<file path="src/rtl/tetris_input_ctrl.sv">
// Button-to-command front end for the tetris core: edge detection, DAS/auto-repeat,
// level-scaled gravity and a valid/ready command register fed by per-source pending bits.
module tetris_input_ctrl #(
  parameter int unsigned DAS_CYCLES     = 8_000_000,
  parameter int unsigned ARR_CYCLES     = 2_500_000,
  parameter int unsigned GRAVITY_CYCLES = 25_000_000,
  parameter int unsigned CNT_W          = 25
) (
  input  logic       clk,
  input  logic       reset,
  input  logic [3:0] btn,
  input  logic       enable,
  input  logic [3:0] level,
  output logic [2:0] cmd,
  output logic       cmd_valid,
  input  logic       cmd_ready
);
  typedef enum logic [1:0] {REP_IDLE, REP_DAS, REP_REPEAT} rep_state_t;
  typedef enum logic [2:0] {
    CMD_NONE   = 3'd0,
    CMD_ROTATE = 3'd2,
    CMD_LEFT   = 3'd3,
    CMD_RIGHT  = 3'd4,
    CMD_DOWN   = 3'd5
  } cmd_t;

  localparam int unsigned P_ROT   = 0;
  localparam int unsigned P_LEFT  = 1;
  localparam int unsigned P_DOWN  = 2;
  localparam int unsigned P_GRAV  = 3;
  localparam int unsigned P_RIGHT = 4;

  localparam logic [CNT_W-1:0] DAS_LAST    = CNT_W'(DAS_CYCLES - 1);
  localparam logic [CNT_W-1:0] ARR_LAST    = CNT_W'(ARR_CYCLES - 1);
  localparam logic [CNT_W-1:0] GRAV_PERIOD = CNT_W'(GRAVITY_CYCLES);

  logic [3:0]       btn_q;
  logic [3:0]       press;
  logic [2:0]       rep_btn;
  logic [2:0]       rep_press;
  logic [2:0]       rep_expire;
  rep_state_t       rep_state [3];
  logic [CNT_W-1:0] rep_timer [3];
  logic [CNT_W-1:0] grav_cnt;
  logic [CNT_W-1:0] grav_period;
  logic [CNT_W-1:0] grav_last;
  logic [2:0]       lvl;
  logic             grav_expire;
  logic             load;
  logic             down_accept;
  logic [4:0]       pend;
  logic [4:0]       events;
  logic [4:0]       sel_clear;
  logic [4:0]       clear_mask;
  cmd_t             sel_cmd;

  // Repeat channels: 0 = left (btn[2]), 1 = down (btn[1]), 2 = right (btn[0]).
  assign press     = btn & ~btn_q;
  assign rep_btn   = {btn[0], btn[1], btn[2]};
  assign rep_press = {press[0], press[1], press[2]};

  always_comb begin
    rep_expire = '0;
    for (int unsigned i = 0; i < 3; i++) begin
      case (rep_state[i])
        REP_DAS:    rep_expire[i] = rep_btn[i] && (rep_timer[i] == DAS_LAST);
        REP_REPEAT: rep_expire[i] = rep_btn[i] && (rep_timer[i] == ARR_LAST);
        default:    rep_expire[i] = 1'b0;
      endcase
    end
  end

  // A period that shifts down to zero behaves as a one-cycle period.
  assign lvl         = (level > 4'd7) ? 3'd7 : level[2:0];
  assign grav_period = GRAV_PERIOD >> lvl;
  assign grav_last   = (grav_period == '0) ? '0 : grav_period - CNT_W'(1);
  assign grav_expire = grav_cnt >= grav_last;

  assign events = {rep_press[2] | rep_expire[2], grav_expire,
                   rep_press[1] | rep_expire[1], rep_press[0] | rep_expire[0], press[3]};

  assign load        = !cmd_valid || cmd_ready;
  assign down_accept = cmd_valid && cmd_ready && (cmd == CMD_DOWN);

  always_comb begin
    sel_clear = '0;
    sel_cmd   = CMD_NONE;
    if (pend[P_ROT]) begin
      sel_clear[P_ROT] = 1'b1;
      sel_cmd          = CMD_ROTATE;
    end else if (pend[P_LEFT]) begin
      sel_clear[P_LEFT] = 1'b1;
      sel_cmd           = CMD_LEFT;
    end else if (pend[P_DOWN] || pend[P_GRAV]) begin
      sel_clear[P_DOWN] = 1'b1;
      sel_clear[P_GRAV] = 1'b1;
      sel_cmd           = CMD_DOWN;
    end else if (pend[P_RIGHT]) begin
      sel_clear[P_RIGHT] = 1'b1;
      sel_cmd            = CMD_RIGHT;
    end
  end

  assign clear_mask = load ? sel_clear : '0;

  always_ff @(posedge clk) begin
    btn_q <= btn;
    if (reset || !enable) begin
      pend      <= '0;
      cmd       <= CMD_NONE;
      cmd_valid <= 1'b0;
      grav_cnt  <= '0;
      for (int unsigned i = 0; i < 3; i++) begin
        rep_state[i] <= REP_IDLE;
        rep_timer[i] <= '0;
      end
    end else begin
      // The load clears its bit first; a same-edge event for that source re-arms it.
      pend <= (pend & ~clear_mask) | events;
      if (load) begin
        cmd       <= sel_cmd;
        cmd_valid <= (sel_cmd != CMD_NONE);
      end
      grav_cnt <= (grav_expire || down_accept) ? '0 : grav_cnt + CNT_W'(1);
      for (int unsigned i = 0; i < 3; i++) begin
        if (!rep_btn[i]) begin
          rep_state[i] <= REP_IDLE;
          rep_timer[i] <= '0;
        end else begin
          case (rep_state[i])
            REP_IDLE: begin
              if (rep_press[i]) begin
                rep_state[i] <= REP_DAS;
                rep_timer[i] <= '0;
              end
            end
            REP_DAS: begin
              if (rep_expire[i]) begin
                rep_state[i] <= REP_REPEAT;
                rep_timer[i] <= '0;
              end else begin
                rep_timer[i] <= rep_timer[i] + CNT_W'(1);
              end
            end
            default: begin
              rep_timer[i] <= rep_expire[i] ? '0 : rep_timer[i] + CNT_W'(1);
            end
          endcase
        end
      end
    end
  end
endmodule
</file>
<file path="config.mk">
export PLATFORM = sky130hd
export DESIGN_NAME = tetris_input_ctrl
export DESIGN_NICKNAME = d
export VERILOG_FILES = /design/src/rtl/tetris_input_ctrl.sv
export SDC_FILE = /design/constraint.sdc
export NUM_CORES = 1
export LEC_CHECK = 0
export CORE_ASPECT_RATIO = 0.7
export CORE_MARGIN = 8
export CORE_UTILIZATION = 63
export DETAILED_ROUTE_END_ITERATION = 7
export PLACE_DENSITY = 0.91
export SYNTH_ARGS = -nofsm -noshare
export SYNTH_HDL_FRONTEND = slang
export SYNTH_SLANG_ARGS = --single-unit
</file>
<file path="constraint.sdc">
create_clock -name clk -period 3.4 [get_ports clk]
set_input_delay 0.34 -clock clk [delete_from_list [all_inputs] [get_ports clk]]
set_output_delay 0.34 -clock clk [all_outputs]
set_load 0.01 [all_outputs]
</file>
==> metrics.log, run 1 <==
INFO  metric post-place-cells = 899
INFO  metric detail-route-antenna-nets = 0
INFO  metric post-synth-top-area-fraction = 34.3%
INFO  metric cts.repair_timing.setup_buffer_count = 0
INFO  metric crit_type = input port to flip-flop
INFO  metric power.share.combinational = 5.2%
INFO  metric cts.sinks = 119
INFO  metric grt.overflow.total = 0
INFO  metric finalMaxSlewViolations = 0
INFO  metric critPathArrivalTime = 3260 ps
INFO  metric setup_violations = 0
INFO  metric maximum_number_of_pins_on_one_net_before_global_route_repair = 27
INFO  metric synthesized_instance_count = 742
INFO  metric ys_async_sr_fraction = 0%
INFO  metric detail_route.wl_per_cell = 17.4 µm
INFO  metric clock-skew-final = 7.21 ps
INFO  metric fin_ws = 426 ps
INFO  metric detail_route.drc_violations = 0
INFO  metric setup-tns-final = 0 ps
INFO  metric floorplan.initialDensity = 64.4%
INFO  metric syn_to_final_growth = 11.7%
INFO  metric vias = 5737
INFO  metric cellInternalPower = 2.64 mW
INFO  metric post_synth_instance_area = 0.00710 mm²
INFO  metric max-cap-violations = 0
INFO  metric postCtsResizedCells = 0
INFO  metric antenna_violations_before_repair = 0
INFO  metric path_clk_slew = 60 ps
INFO  metric critPathSlowestCell = sky130_fd_sc_hd__clkdlybuf4s50_1
INFO  metric post_synth_num_cell_types = 50
INFO  metric timing.critical_path.slowest_cell_delay = 430 ps
INFO  metric synth_most_common_cell = sky130_fd_sc_hd__nor2_1
INFO  metric floorplan.die_area = 0.0150 mm²
INFO  metric first_global_vias = 5647
INFO  metric cts_max_path_buffers = 2
INFO  metric path_max_fanout = 26
INFO  metric non_filler_cells_final = 931
INFO  metric p_clk_share = 47.8%
INFO  metric synth_seq_cells = 119
INFO  metric leakagePower = 2.76 nW
INFO  metric timing.critical_path.buf_inv = 2
INFO  metric io_pins = 16
INFO  metric drive_gt1_share = 6.43%
INFO  metric die_height = 105 µm
INFO  metric final.period_utilization = 87.5%
INFO  metric synth.yosys.warnings = 0
INFO  metric insertion_delay = 410 ps
INFO  metric syn_area_per_cell = 9.56 µm²
INFO  metric critPathCaptureType = flip-flop
INFO  metric antennaDiodeCount = 0
INFO  metric power.density = 433 mW/mm²
INFO  metric post_place_worst_slack = 102 ps
INFO  metric nets = 816
INFO  metric cts.hold.buffers_added = 0
INFO  metric cell_accounting_for_the_most_synthesized_area = sky130_fd_sc_hd__edfxtp_1
INFO  metric critical_path.cell_chain = clkdlybuf4s50_1 -> nand2b_1 -> nor2_1 -> nand2_1 -> ha_1 -> o21ai_0 -> a21oi_1 -> ha_1 -> nand4_1 -> o21ai_0 -> o211ai_1 -> a211oi_2 -> buf_12 -> nor3_1
INFO  metric area.sequential = 0.00319 mm²
INFO  metric timing.hold.worst.class = input port to flip-flop
INFO  metric first_pass_iters = 5
INFO  metric numCtsBuffers = 17
INFO  metric status = finished clean
INFO  metric p_seq_share = 47.0%
INFO  metric cts.root.buffer_cell = sky130_fd_sc_hd__clkbuf_16
INFO  metric routabilityCongestion = 0.955
INFO  metric cts_max_level = 4
INFO  metric critPathLaunchType = input port
INFO  metric p_sw_share = 23.2%
INFO  metric buffer_ports.inserted = 15
INFO  metric net-switching-power = 797 µW
INFO  metric avgViaCountPerCell = 6.16
INFO  metric synth_edf_count = 81
INFO  metric mappedNetlistNets = 793
INFO  metric routed_wl = 16200 µm
INFO  metric grt.total_usage = 22.4%
INFO  metric fp.dieW = 143 µm
INFO  metric hpwlAfterDp = 11100 µm
INFO  metric irDropWorstVdd = 403 µV
INFO  metric cts_tree = built
INFO  metric required = 3690 ps
INFO  metric drtIter0Drc = 584
INFO  metric cp_delay_by_family_top = compound AO/OA/AOI/OAI gates
INFO  metric post-route-min-period = 2970 ps
INFO  metric placement_rows = 32
INFO  metric synth.top_cells.by_count = 114 x sky130_fd_sc_hd__nor2_1, 81 x sky130_fd_sc_hd__edfxtp_1, 58 x sky130_fd_sc_hd__nand2_1, 58 x sky130_fd_sc_hd__xor2_1, 51 x sky130_fd_sc_hd__nand3_1
INFO  metric grt_pass1_wl = 27100 µm
INFO  metric hold_viol_final = 0
INFO  metric max_freq = 336 MHz
INFO  metric floorplan.core_area = 0.0110 mm²
INFO  metric fillerInstances = 713
INFO  metric synth.area.top_cells = sky130_fd_sc_hd__edfxtp_1 34%, sky130_fd_sc_hd__dfxtp_1 11%, sky130_fd_sc_hd__xor2_1 7.2%
INFO  metric tightest_slew_margin_relative_to_the_limit = 29.6%
INFO  metric max_slew.worst_pin.slew = 1050 ps
INFO  metric multi_input_comb_area = 0.00363 mm²
INFO  metric synth_sequential_area_ratio = 45.0%
INFO  metric rsz0062_at_grt = no
INFO  metric yosys_most_used_dff = sky130_fd_sc_hd__edfxtp_1
[worst reg2reg max path, stage by stage (launching register included)]
cell and delay, ps:
sky130_fd_sc_hd__edfxtp_1 360, sky130_fd_sc_hd__inv_1 80, sky130_fd_sc_hd__ha_1 200, sky130_fd_sc_hd__or2_0 220
sky130_fd_sc_hd__or4_4 540, sky130_fd_sc_hd__a2111oi_4 400, sky130_fd_sc_hd__or3_1 160, sky130_fd_sc_hd__buf_4 260
sky130_fd_sc_hd__nor2_1 110
[kinds of logic after synthesis]
family | share of synthesized area [%]
and+or+nand+nor | 27.2
DFF | 45.0
xor gates and xnor gates | 11.8
buffers and inverters | 3.88
AOI/OAI and AO/OA | 5.24
adders and majority gates | 6.88
[state kept, by name (all words and copies together) (netlist names)]
register	cells
cmd_valid	1
pend	5
rep_state	6
rep_timer	75
grav_cnt	25
btn_q	4
cmd	3
[power by group through the flow]
stage	clock network, mW	logic, mW	registers, mW
3_3_place_gp	0	0.163	1.64
6_report	1.64	0.178	1.62
3_5_place_dp	0	0.173	1.64
2_1_floorplan	0	0.122	1.63
5_1_grt	1.71	0.198	1.62
4_1_cts	1.64	0.176	1.61
[placed cells by master, fill, tap and decap left out, drive strengths merged, types with 2 or more instances in the layout]
master | netlist | routed
nor2b | 9 | 9
nor3b | 3 | 3
edfxtp | 81 | 81
a2111oi | 4 | 4
inv | 30 | 31
or2 | 3 | 3
a21oi | 18 | 18
nor3 | 47 | 47
nor4 | 8 | 8
nor2 | 114 | 114
or4 | 4 | 4
nand4 | 36 | 36
ha | 39 | 39
nand4b | 3 | 3
and4 | 9 | 9
and3 | 12 | 12
clkdlybuf4s50 | 0 | 15
a211oi | 5 | 5
clkinvlp | 0 | 2
or3 | 5 | 5
buf | 10 | 13
o211ai | 3 | 3
nand2 | 58 | 58
nand3 | 51 | 51
o21ai | 15 | 15
a221oi | 2 | 2
nand2b | 3 | 3
dfxtp | 38 | 38
clkbuf | 14 | 18
nor4b | 7 | 7
nand4bb | 3 | 3
clkinv | 1 | 11
xor2 | 58 | 58
xnor2 | 38 | 38
nor4bb | 2 | 2
[through the flow]
stage	total power, mW	util [%]	hold WS (ps)	area (µm²)
floorplan	1.75	-	368	7100
global placement	1.80	67.1	467	7390
detailed placement	1.82	67.1	470	7390
CTS	3.43	72.0	392	7930
global route	3.52	72.0	399	7930
finish	3.44	72.0	393	7930
[worst paths after layout]
path	from	slack, ps	end	cells past startpoint
max reg2reg	rep_state[1][0]	790	rep_timer[1][2]	8
min	btn[3]	390	btn_q[3]	1
min reg2reg	cmd[2]	500	cmd[2]	2
max	level[0]	430	grav_cnt[2]	14
[cell type report]
class / instances / share of cell area [%]
Inverter: 31 / 1.47
Timing Repair Buffer: 28 / 3.28
Tap cell: 153 / 2.41
Clock inverter: 14 / 1.39
Multi-Input combinational cell: 568 / 45.8
Sequential cell: 119 / 40.3
Clock buffer: 18 / 5.41
[layer usage]
layer | vias up | part of all wire [%] | GRT usage (%)
li1 | 2718 | - | -
met1 | 2723 | 44 | 29.0
met2 | 269 | 48 | 36.8
met3 | 27 | 7.4 | 5.09
met4 | 0 | 1.2 | 6.12
met5 | - | 0 | 0
Note: power is estimated with default switching activity, not from simulation.
==> run 2, diff against run 1 <==
- CORE_ASPECT_RATIO: 0.7 -> 1.75
- CORE_UTILIZATION: 63 -> 30
- PLACE_DENSITY: 0.91 -> 0.54
==> metrics.log, run 2 (synthesis results as in run 1) <==
INFO  metric status = finished clean
INFO  metric largest_register = rep_timer
INFO  metric crit_end = grav_cnt[13]
INFO  metric drtIter0Drc = 277 (-53%)
INFO  metric fp.dieW = 132 µm (-7.4%)
INFO  metric crit_type = input port to flip-flop
INFO  metric largest_register_ff_count = 75 (unchanged)
INFO  metric power.share.combinational = 4.9% (-0.3 points)
INFO  metric timing.critical_path.slowest_cell_delay = 560 ps (+130 ps)
INFO  metric first_pass_iters = 4 (-1)
INFO  metric hold_viol_final = 0 (unchanged)
INFO  metric max-cap-violations = 0 (unchanged)
INFO  metric insertion_delay = 410 ps (about the same)
INFO  metric critical_path.startpoint = level[2]
INFO  metric io_pins = 16 (unchanged)
INFO  metric floorplan.initialDensity = 30.4% (-34 points)
INFO  metric cts.repair_timing.setup_buffer_count = 0 (unchanged)
INFO  metric power.density = 446 mW/mm² (+2.9%)
INFO  metric final.period_utilization = 84.7% (-2.8 points)
INFO  metric p_sw_share = 21.0% (-2.2 points)
INFO  metric leakagePower = 2.85 nW (+3.5%)
INFO  metric layout.cells.most_common = sky130_fd_sc_hd__nor2_1
INFO  metric cts.sinks = 119 (unchanged)
INFO  metric detail-route-antenna-nets = 0 (unchanged)
INFO  metric floorplan.core_area = 0.0233 mm² (+110%)
INFO  metric worst_reg2reg_setup_slack = 870 ps (+80 ps)
INFO  metric detail_route.wl_per_cell = 14.6 µm (-16%)
INFO  metric timing.rr.end = rep_timer[1][9]
INFO  metric critPathArrivalTime = 3180 ps (-80 ps)
INFO  metric rsz0062_at_grt = no
INFO  metric p_clk_share = 51.5% (+3.7 points)
INFO  metric most-common-layout-cells = 114 x sky130_fd_sc_hd__nor2_1, 81 x sky130_fd_sc_hd__edfxtp_1, 58 x sky130_fd_sc_hd__xor2_1, 58 x sky130_fd_sc_hd__nand2_1, 51 x sky130_fd_sc_hd__nand3_1
INFO  metric critPathSlowestCell = sky130_fd_sc_hd__clkdlybuf4s50_1
INFO  metric buffer_ports.inserted = 15 (unchanged)
INFO  metric timing.hold.worst.class = input port to flip-flop
INFO  metric cts_tree = built
INFO  metric first_global_vias = 5667 (+0.35%)
INFO  metric grt.total_usage = 11.4% (-11 points)
INFO  metric setup-tns-final = 0 ps (unchanged)
INFO  metric path_clk_slew = 50 ps (about the same)
INFO  metric vias = 5437 (-5.2%)
INFO  metric irDropWorstVdd = 237 µV (-41%)
INFO  metric hpwlAfterDp = 11600 µm (+4.2%)
INFO  metric post-route-min-period = 2880 ps (-93.9 ps)
INFO  metric required = 3700 ps (about the same)
INFO  metric critPathLaunchType = input port
INFO  metric antennaDiodeCount = 0 (unchanged)
INFO  metric antenna_violations_before_repair = 0 (unchanged)
INFO  metric cp_delay_by_family_top = compound AO/OA/AOI/OAI gates
INFO  metric floorplan.die_area = 0.0290 mm² (+94%)
INFO  metric max_slew.worst_pin.slew = 880 ps (-166 ps)
INFO  metric fin_total_pwr = 3.70 mW (+7.6%)
INFO  metric nets = 824 (+0.98%)
INFO  metric tightest_slew_margin_relative_to_the_limit = 40.8% (+11 points)
INFO  metric p_seq_share = 43.7% (-3.3 points)
INFO  metric grt_pass1_wl = 26900 µm (-0.84%)
INFO  metric timing.critical_path.buf_inv = 2 (unchanged)
INFO  metric clock-skew-final = 5.70 ps (-1.52 ps)
INFO  metric detail_route.drc_violations = 0 (unchanged)
INFO  metric cellInternalPower = 2.92 mW (+11%)
INFO  metric syn_to_final_growth = 16.8%
INFO  metric cts.hold.buffers_added = 0 (unchanged)
INFO  metric avgViaCountPerCell = 4.99 (-19%)
INFO  metric routabilityCongestion = 0.831 (-13%)
INFO  metric placement_rows = 74 (+130%)
INFO  metric net-switching-power = 776 µW (-2.6%)
INFO  metric numCtsBuffers = 17 (unchanged)
INFO  metric max_freq = 347 MHz (+3.3%)
INFO  metric timing.hold.ws = 421 ps (+27.7 ps)
INFO  metric cts_max_path_buffers = 2 (unchanged)
INFO  metric largestRegisters = rep_timer: 75 flops, grav_cnt: 25 flops, rep_state: 6 flops
INFO  metric die_height = 219 µm (+110%)
INFO  metric drive_gt1_share = 7.38% (+0.95 points)
INFO  metric critical_path.cell_chain = clkdlybuf4s50_1 -> nand2b_1 -> nor2_1 -> nand2_1 -> ha_1 -> o21ai_0 -> a21oi_1 -> ha_1 -> nand4_1 -> o21ai_0 -> o211ai_1 -> a211oi_2 -> buf_12 -> nor3_1
INFO  metric maximum_number_of_pins_on_one_net_before_global_route_repair = 27 (unchanged)
INFO  metric path_max_fanout = 26 (unchanged)
INFO  metric routed_wl = 15900 µm (-2.0%)
INFO  metric postCtsResizedCells = 0 (unchanged)
INFO  metric setup_violations = 0 (unchanged)
INFO  metric critPathCaptureType = flip-flop
INFO  metric grt.overflow.total = 0 (unchanged)
INFO  metric finalMaxSlewViolations = 0 (unchanged)
INFO  metric cts.root.buffer_cell = sky130_fd_sc_hd__clkbuf_16
INFO  metric cts_max_level = 4 (unchanged)
INFO  metric crit-reg2reg-launch = rep_state[1][0]
INFO  metric worstSetupPathDepth = 14 (unchanged)
INFO  metric worst_r2r_path_depth = 8 (unchanged)
run 2: cell count changes in the layout (fill, tap and decap cells not counted), moves of 2 or more:
cell,change
sky130_fd_sc_hd__buf_4,+7
sky130_fd_sc_hd__clkbuf_8,+3
sky130_fd_sc_hd__clkinvlp_4,-2
sky130_fd_sc_hd__clkinv_4,-2
sky130_fd_sc_hd__clkinv_1,-3
sky130_fd_sc_hd__clkinv_2,-2
sky130_fd_sc_hd__clkbuf_1,+3
sky130_fd_sc_hd__clkbuf_16,+3
run 2: worst register-to-register path, delay by kind of cell, from the launching register on:
family                   cells  cell delay (ps)
flip-flops                   1              340
buffers and inverters        2              340
AND/OR/NAND/NOR              4             1010
adder cells (fa/ha/maj)      1              200
AO/OA/AOI/OAI                1              380
run 2: per-layer routing:
layer | up-vias | part of all wire, % | track usage, %
met1 | 2582 | 42 | 11.8
met4 | 0 | 3.7 | 7.38
li1 | 2725 | - | -
met3 | 34 | 2.2 | 1.92
met2 | 96 | 53 | 20.8
met5 | - | 0 | 0
run 2: cell type report:
cell class | instances | area (µm²)
clock inverter | 5 | 77.6
sequential | 119 | 3190
tap | 304 | 380
timing repair buffer | 36 | 333
clock buffer | 27 | 557
multi-input combinational | 568 | 3630
fill | 2435 | 15000
inverter | 31 | 116
run 2: how the worst min path moves through the flow:
stage            from       end  slack [ps]  cells after the start
3_3_place_gp   cmd[2]    cmd[2]         490                      2
6_report       btn[3]  btn_q[3]         420                      1
3_5_place_dp   cmd[2]    cmd[2]         500                      2
4_1_cts        btn[3]  btn_q[3]         400                      1
2_1_floorplan  btn[0]  btn_q[0]         370                      0
5_1_grt        btn[3]  btn_q[3]         410                      1
run 2: through the flow:
stage / instance area (µm²) / worst slack (ps) / cells / utilization, %
after global placement: 7650 / 199 / 1058 / 32.8
after detailed placement: 7650 / 142 / 1058 / 32.8
after global routing: 8280 / 312 / 1090 / 35.5
after CTS: 8280 / 563 / 1090 / 35.5
after floorplan: 7100 / 410 / 742 / -
final: 8280 / 520 / 1090 / 35.5
run 2: power groups by stage:
stage                     Combinational [mW]  Clock, mW  Sequential (mW)
after floorplan                        0.122          0             1.63
after global placement                 0.181          0             1.64
after detailed placement               0.181          0             1.64
after CTS                              0.183       1.95             1.61
after global routing                   0.204       2.02             1.62
final                                  0.181       1.90             1.61
==> run 3, diff against run 2 <==
- PLACE_DENSITY: 0.54 -> 0.56
- clock period: 3.4 -> 2.5 ns (I/O delays scaled with it)
==> metrics.log, run 3 (synthesis results as in run 1) <==
INFO  metric leakagePower = 3.14 nW (+10%)
INFO  metric die_height = 219 µm (unchanged)
INFO  metric finish.utilization = 37.6% (+2.1 points)
INFO  metric setup_violations = 0 (unchanged)
INFO  metric vias = 5546 (+2.0%)
INFO  metric critPathSlowestCell = sky130_fd_sc_hd__or3_1
INFO  metric timing.critical_path.buf_inv = 6 (+4)
INFO  metric required = 2860 ps (-840 ps)
INFO  metric detail_route.drc_violations = 0 (unchanged)
INFO  metric largestRegisters = rep_timer: 75 flops, grav_cnt: 25 flops, rep_state: 6 flops
INFO  metric floorplan.initialDensity = 30.4% (unchanged)
INFO  metric gr-max-usage-layer = met2
INFO  metric numCtsBuffers = 17 (unchanged)
INFO  metric critPathCaptureType = flip-flop
INFO  metric drive_gt1_share = 15.5% (+8.1 points)
INFO  metric hold_path_depth = 1 (unchanged)
INFO  metric placement_rows = 74 (unchanged)
INFO  metric largest_register = rep_timer
INFO  metric detail-route-antenna-nets = 0 (unchanged)
INFO  metric crit_path_frequent_cell = sky130_fd_sc_hd__buf_4
INFO  metric cts_tree = built
INFO  metric path_max_fanout = 6 (-77%)
INFO  metric detail_route.wl_per_cell = 14.9 µm (+2.0%)
INFO  metric max_slew.worst_pin.slew = 643 ps (-237 ps)
INFO  metric cts.root.buffer_cell = sky130_fd_sc_hd__clkbuf_16
INFO  metric io_pins = 16 (unchanged)
INFO  metric maximum_number_of_pins_on_one_net_before_global_route_repair = 26 (-3.7%)
INFO  metric antennaDiodeCount = 0 (unchanged)
INFO  metric first_pass_iters = 4 (unchanged)
INFO  metric power.density = 561 mW/mm² (+26%)
INFO  metric grtUsageMet2 = 21.2% (+0.41 points)
INFO  metric floorplan.core_area = 0.0233 mm² (unchanged)
INFO  metric setup-tns-final = 0 ps (unchanged)
INFO  metric timing.critical_path.slowest_cell_delay = 370 ps (-190 ps)
INFO  metric critical_path.cell_chain = dlygate4sd2_1 -> buf_4 -> or3_1 -> inv_1 -> nand2_1 -> buf_4 -> nand3_1 -> ha_4 -> nand4_1 -> a211oi_2 -> o211ai_1 -> a211oi_2 -> buf_4 -> buf_4 -> o21a_1
INFO  metric hold_viol_final = 0 (unchanged)
INFO  metric critPathLaunchType = input port
INFO  metric max_freq = 418 MHz
INFO  metric timing.hold.worst.class = input port to flip-flop
INFO  metric insertion_delay = 420 ps (about the same)
INFO  metric cts_max_path_buffers = 2 (unchanged)
INFO  metric hpwlAfterDp = 11900 µm (+2.6%)
INFO  metric floorplan.die_area = 0.0290 mm² (unchanged)
INFO  metric fillerInstances = 2345 (-3.7%)
INFO  metric clock-skew-final = 6.12 ps (+0.422 ps)
INFO  metric buffer_ports.inserted = 15 (unchanged)
INFO  metric cts_max_level = 4 (unchanged)
INFO  metric nets = 865 (+5.0%)
INFO  metric irDropWorstVdd = 381 µV (+61%)
INFO  metric groute.layer.met3.usage = 2.29% (+0.37 points)
INFO  metric routed_wl = 16800 µm (+5.8%)
INFO  metric cts.hold.buffers_added = 0 (unchanged)
INFO  metric critPathArrivalTime = 2760 ps (-420 ps)
INFO  metric most-common-layout-cells = 113 x sky130_fd_sc_hd__nor2_1, 81 x sky130_fd_sc_hd__edfxtp_1, 58 x sky130_fd_sc_hd__xor2_1
INFO  metric largest_register_ff_count = 75 (unchanged)
INFO  metric worst_r2r_path_depth = 6 (-2)
INFO  metric non_filler_cells_final = 1131 (+3.8%)
INFO  metric status = finished clean
INFO  metric drtIter0Drc = 292 (+5.4%)
INFO  metric grt.total_usage = 11.5% (+0.095 points)
INFO  metric cp_delay_by_family_top = buffers and inverters
INFO  metric final.period_utilization = 95.7%
INFO  metric antenna_violations_before_repair = 1 (+1)
INFO  metric grt.overflow.total = 0 (unchanged)
INFO  metric layout.cells.most_common = sky130_fd_sc_hd__nor2_1
INFO  metric max-cap-violations = 0 (unchanged)
INFO  metric tightest_slew_margin_relative_to_the_limit = 56.8% (+16 points)
INFO  metric post-route-min-period = 2390 ps
INFO  metric finalMaxSlewViolations = 0 (unchanged)
INFO  metric routabilityCongestion = 0.821 (-1.3%)
INFO  metric avgViaCountPerCell = 4.90 (-1.7%)
INFO  metric fp.dieW = 132 µm (unchanged)
INFO  metric crit_type = input port to flip-flop
INFO  metric path_clk_slew = 60 ps (about the same)
INFO  metric syn_to_final_growth = 23.8%
INFO  metric worstSetupPathDepth = 15 (+1)
INFO  metric cts.sinks = 119 (unchanged)
INFO  metric fin_total_pwr = 4.92 mW (+33%)
INFO  metric grt_pass1_wl = 26700 µm (-0.74%)
INFO  metric first_global_vias = 5641 (-0.46%)
INFO  metric grtUsageMet1 = 11.7% (-0.12 points)
INFO  metric post-place-cells = 1092 (+3.2%)
==> run 3: cell count changes in the layout (fill, tap and decap cells not counted), moves of 3 or more <==
cell and delta:
sky130_fd_sc_hd__clkbuf_1 -4, sky130_fd_sc_hd__ha_4 +3, sky130_fd_sc_hd__clkinvlp_4 +5, sky130_fd_sc_hd__buf_12 +3, sky130_fd_sc_hd__ha_1 -3, sky130_fd_sc_hd__clkdlybuf4s50_1 -4
sky130_fd_sc_hd__dlymetal6s2s_1 +3, sky130_fd_sc_hd__o21ai_0 -3, sky130_fd_sc_hd__clkinv_2 +6, sky130_fd_sc_hd__buf_4 +34, sky130_fd_sc_hd__nor3_2 +6, sky130_fd_sc_hd__nor3_1 -6
==> run 3: area by class of cell <==
class | count | area [µm²] | share of cell area, %
inverters | 31 | 118 | 1.34
repair buffers | 77 | 727 | 8.28
clock buffers | 19 | 464 | 5.29
well taps | 304 | 380 | 4.33
clock inverters | 13 | 128 | 1.45
multi-input cells | 568 | 3770 | 43.0
flip-flops and latches | 119 | 3190 | 36.4
==> run 3: metrics by stage <==
stage	hold slack, ps	instance area [µm²]	setup WS [ps]
after global placement	493	7970	-563
after global routing	297	8780	-58.3
after floorplan	278	7150	4.87
after detailed placement	501	7970	-609
final	303	8780	107
after CTS	289	8570	12.4
==> run 3: worst register-to-register path: cells and delay by family (launching register included) <==
kind,cells,cell delay [ps]
AO/OA/AOI/OAI,1,410
buffers and inverters,1,180
flip-flops,1,460
AND/OR/NAND/NOR,4,1090
==> run 3: path summary, 6_finish.rpt <==
path	start	end	slack, ps
setup reg to reg	rep_timer[1][18]	rep_timer[1][5]	120
hold reg to reg	cmd[2]	cmd[2]	510
setup / recovery	level[2]	pend[3]	110
hold / removal	btn[3]	btn_q[3]	300
==> run 3: report_power, final <==
part / switching [mW] / internal [mW] / total [mW]
combinational: 0.161 / 0.142 / 0.303
clock: 0.893 / 1.54 / 2.43
sequential: 0.0517 / 2.14 / 2.19
==> run 3: metal layers <==
layer / wire [µm] / vias up
met3: 408 / 34
met2: 8800 / 86
met5: 0 / -
met4: 631 / 0
li1: - / 2810
met1: 6980 / 2616
==> run 3: timing repair <==
item | 4_1_cts | 5_1_grt
gates resized for setup | 2 | 27
setup endpoints to repair | 26 | 51
cloned | 0 | 3
setup buffers | 1 | 3
pin swaps | 1 | 13
